--- src/rtl/clk_div_pkg.sv ---
// Shared types and constants for the integer reference-clock divider.
package clk_div_pkg;

    localparam int unsigned RATIO_WD_DEFAULT = 8;
    localparam int unsigned BYPASS_RATIO     = 1;

    typedef enum logic {
        ST_BYPASS = 1'b0,
        ST_DIVIDE = 1'b1
    } div_state_t;

    // Length of the high phase for ratio n: ceil(n/2).
    function automatic int unsigned half_up(input int unsigned n);
        return (n + 1) >> 1;
    endfunction

endpackage

--- src/rtl/clk_div_mux.sv ---
// Output clock mux with a registered select; kept standalone so a library
// clock-mux cell can be dropped in.
module clk_div_mux (
    input  logic ref_clk,
    input  logic div_clk,
    input  logic sel,
    output logic out_clk
);

    // Select the divided clock while dividing, the reference otherwise.
    assign out_clk = sel ? div_clk : ref_clk;

endmodule

--- src/rtl/clk_div_int.sv ---
// Integer clock divider: latches the ratio once per output period and falls
// back to passing the reference clock through for ratios 0/1 or enable low.
module clk_div_int
    import clk_div_pkg::*;
#(
    parameter int unsigned RATIO_WD = RATIO_WD_DEFAULT
) (
    input  logic                i_ref_clk,
    input  logic                i_rst,
    input  logic                i_clk_en,
    input  logic [RATIO_WD-1:0] i_div_ratio,
    output logic                o_div_clk,
    output logic                o_div_active
);

    div_state_t          state;
    logic [RATIO_WD-1:0] act_ratio;
    logic [RATIO_WD-1:0] cnt;
    logic                div_q;
    logic                sel_div;

    logic [RATIO_WD-1:0] load_ratio;
    logic                load_div;
    logic [RATIO_WD-1:0] half_n;
    logic [RATIO_WD-1:0] cnt_inc;
    logic                at_boundary;

    // Ratio candidate for the next period and derived period bookkeeping.
    always_comb begin
        load_ratio  = i_clk_en ? i_div_ratio : RATIO_WD'(BYPASS_RATIO);
        load_div    = (load_ratio >= RATIO_WD'(2));
        half_n      = RATIO_WD'(half_up(32'(act_ratio)));
        cnt_inc     = cnt + RATIO_WD'(1);
        at_boundary = (cnt == (act_ratio - RATIO_WD'(1)));
    end

    // Divider state, ratio latch, period counter and divided-clock level.
    always_ff @(posedge i_ref_clk or posedge i_rst) begin
        if (i_rst) begin
            state     <= ST_BYPASS;
            act_ratio <= RATIO_WD'(BYPASS_RATIO);
            cnt       <= '0;
            div_q     <= 1'b0;
        end else begin
            case (state)
                ST_BYPASS: begin
                    act_ratio <= load_ratio;
                    cnt       <= '0;
                    if (load_div) begin
                        div_q <= 1'b1;
                        state <= ST_DIVIDE;
                    end
                end
                ST_DIVIDE: begin
                    if (!at_boundary) begin
                        cnt   <= cnt_inc;
                        div_q <= (cnt_inc < half_n);
                    end else begin
                        act_ratio <= load_ratio;
                        cnt       <= '0;
                        if (load_div) begin
                            div_q <= 1'b1;
                        end else begin
                            div_q <= 1'b0;
                            state <= ST_BYPASS;
                        end
                    end
                end
                default: begin
                    state <= ST_BYPASS;
                end
            endcase
        end
    end

    assign sel_div      = (state == ST_DIVIDE);
    assign o_div_active = sel_div;

    clk_div_mux u_mux (
        .ref_clk (i_ref_clk),
        .div_clk (div_q),
        .sel     (sel_div),
        .out_clk (o_div_clk)
    );

endmodule

--- config.mk ---
export PLATFORM = sky130hd
export DESIGN_NAME = clk_div_int
export DESIGN_NICKNAME = d
export VERILOG_FILES = /design/src/rtl/clk_div_pkg.sv /design/src/rtl/clk_div_mux.sv /design/src/rtl/clk_div_int.sv
export SDC_FILE = /design/constraint.sdc
export NUM_CORES = 1
export LEC_CHECK = 0
export ABC_AREA = 1
export CAP_MARGIN = 10
export CORE_UTILIZATION = 40
export DETAILED_ROUTE_END_ITERATION = 16
export PLACE_DENSITY = 0.69
export SLEW_MARGIN = 40
export SYNTH_ARGS = -nofsm -noshare
export SYNTH_HDL_FRONTEND = slang
export SYNTH_SLANG_ARGS = --single-unit
--- constraint.sdc ---
create_clock -name i_ref_clk -period 2.9 [get_ports i_ref_clk]
set_clock_uncertainty 0.2 [all_clocks]
set_input_delay 0.58 -clock i_ref_clk [delete_from_list [all_inputs] [get_ports i_ref_clk]]
set_output_delay 0.58 -clock i_ref_clk [all_outputs]
set_load 0.05 [all_outputs]
==> qor.yml <==
status: "finished, final reports clean"
synth_seq_area_share: 0.321
grt_pass1_wl_um: 4910
setup_slack_ns: 0.0310
antenna_found_initial: 0
post-route-util: 0.480
cellPowerDensity_nw_per_um2: 303
synthXorXnorAreaFrac: 0.0934
synth_top_area_share: 0.302
hpwl_um: 2240
setup-violations-final: 0
total_power_mw: 0.489
grt_use_total: 0.180
end_kind: "output port"
place_congestion: 0.832
first_pass_iters: 4
cp.arrival_ns: 2.09
routed_wl_um: 2880
post-route-drc-count: 0
avgViaCountPerCell: 4.87
cts_tree: "yes"
synth_compound_area_frac: 0.0632
grt_max_degree: 24
wl_per_cell_um: 11.4
synth.mux.area_fraction: 0.00801
io_pins: 13
multi_input_area_um2: 815
synth_nets: 212
slew_violations: 0
synth_top_family_by_area: "simple AND/OR/NAND/NOR gates"
synthTopCellsByArea: "dfrtp_1 30%, nand2_1 13%, ha_1 8.9%"
syn_inst: 191
synth-main-ff-cell: "dfrtp_1"
synth_fa_ha_area_frac: 0.0890
r2r_start: "act_ratio[0]"
ant_nets: 0
pre_cts_slack_ns: -0.257
syn_area_per_cell_um2: 7.36
synth.most_common_cell: "nand2_1"
yosys.area_share.simple: 0.326
vias: 1232
min_from: "act_ratio[0]"
final_area_um2: 1610
yosysWarnings: 0
ir_worst_vdd_v: 0.000222
diodes: 0
dpl_cell_area_um2: 1550
layout.nets: 229
synthesis.area_um2: 1410
grt-ovfl-total: 0
critPathLaunchType: "clock port"
dieWidth_um: 61.3
die_area_um2: 3760
fill_cells: 363
cts_resized: 6
max_stage_delay_ns: 0.26
ys_types: 29
portBuffers: 12
area_growth_pct: 14.7
cp_cell_sequence: "clkbuf_4 > clkbuf_4 > mux2_2 > buf_6"
slowest_stage: "mux2_2"
fin_tns_setup_ns: 0
worstHoldPathType: "reg2reg"
synth_enable_flop_cells: 0
path_common_cell: "clkbuf_4"
tightestPinTransition_ns: 0.685
core_area_um2: 3360
async_reset_ff_frac: 1.00
grt_pass1_vias: 1160
cts.clk_slew.worst_paths_ns: 0.10
die_h_um: 61.3
rsz0062_at_grt: "false"
layout-drive-gt1-share: 0.121
leakage_nw: 0.791
startpoint: "i_ref_clk"
hold_viol: 0
path_class: "clk2out"
maxCapViolCount: 0
crit_buf_inv: 3
post-cts-setup-buffers: 0
seq_area_um2: 452
synth_common_cells: "49 x nand2_1, 24 x inv_1, 17 x dfrtp_1, 16 x nor2_1, 15 x nand3_1"
synth_top_cell_by_area: "dfrtp_1"
initial_core_util: 0.418
required_ns: 2.12
num_rows: 21
postCtsHoldBufs: 0
drtIter0Drc: 35
ys_ff_latch: 18
clk_latency_ns: 0.40
crit_family: "buffers and inverters"
cp_max_fo: 2
relSlewSlack: 0.543
[final cells by class]
type | count | area share
multi-input cells | 141 | 0.505
clock buffers | 8 | 0.0434
flip-flops and latches | 18 | 0.280
repair buffers | 11 | 0.0683
well taps | 46 | 0.0357
inverters | 29 | 0.0675
[state kept, by name, summed over array words and instances (netlist names)]
| name | cells |
|---|---|
| act_ratio | 8 |
| cnt | 8 |
| div_q | 1 |
| o_div_active | 1 |
[path summary, 6_finish.rpt]
kind                            slack (ns)  cells after the start      endpoint
worst max-delay path                  0.03                      4     o_div_clk
worst min-delay path                  0.33                      2  act_ratio[0]
worst max register to register        0.43                     12         div_q
worst min register to register        0.33                      2  act_ratio[0]
max in group asynchronous             1.69                      2        cnt[4]
min in group asynchronous             0.37                      2        cnt[1]
[stage by stage]
step                cells  hold WS [ns]
floorplan             191         0.274
global placement      246         0.312
detailed placement    246         0.303
CTS                   253         0.334
global route          253         0.357
finish                253         0.325
[cell usage in the layout, fill, tap and decap left out]
| cell type | n |
|---|---|
| mux2_2 | 1 |
| nand2_1 | 49 |
| o21ai_0 | 2 |
| nand3_1 | 15 |
| nor4_1 | 1 |
| nor3_1 | 2 |
| dfrtp_1 | 17 |
| nor2_2 | 2 |
| or2_0 | 1 |
| o21ai_1 | 4 |
| nand2_2 | 2 |
| inv_2 | 5 |
| clkbuf_8 | 1 |
| nand2_4 | 1 |
| nor2_1 | 16 |
| nand3b_1 | 2 |
| nand4_1 | 7 |
| o21a_1 | 1 |
| nor2_4 | 1 |
| dfstp_2 | 1 |
| ha_1 | 10 |
| inv_1 | 24 |
| a21oi_1 | 5 |
| xor2_1 | 12 |
| nand3_2 | 1 |
| xnor2_1 | 3 |
| o21ai_2 | 3 |
| clkdlybuf4s50_1 | 11 |
| clkbuf_4 | 6 |
| buf_6 | 1 |
[layer usage]
| layer | vias to the layer above | global-route usage | part of all wire |
|---|---|---|---|
| met5 | - | 0 | 0 |
| met4 | 0 | 0.0682 | 0.0049 |
| met3 | 3 | 0.0294 | 0.044 |
| met2 | 29 | 0.293 | 0.47 |
| met1 | 562 | 0.239 | 0.48 |
| li1 | 638 | - | - |
[worst reg2reg max path, delay by kind of cell (launching register included)]
kind / cells / cell delay [ns]
AND/OR/NAND/NOR: 8 / 0.97
flip-flops: 1 / 0.57
adder cells (fa/ha/maj): 1 / 0.28
AO/OA/AOI/OAI: 1 / 0.18
XOR/XNOR: 1 / 0.10
buffers and inverters: 1 / 0.06
[where the power goes]
group	total [mW]	internal [mW]	switching, mW	leakage (nW)
combinational	0.0265	0.0141	0.0124	0.561
sequential	0.251	0.251	0	0.187
clock	0.211	0.122	0.0893	0.0432
[kinds of logic after synthesis]
group,after synthesis
and+or+nand+nor,100
buffers and inverters,32
DFF,18
AOI/OAI and AO/OA,15
xor gates and xnor gates,15
adders and majority gates,10
muxes,1
Power figures use the tool's default switching activity.
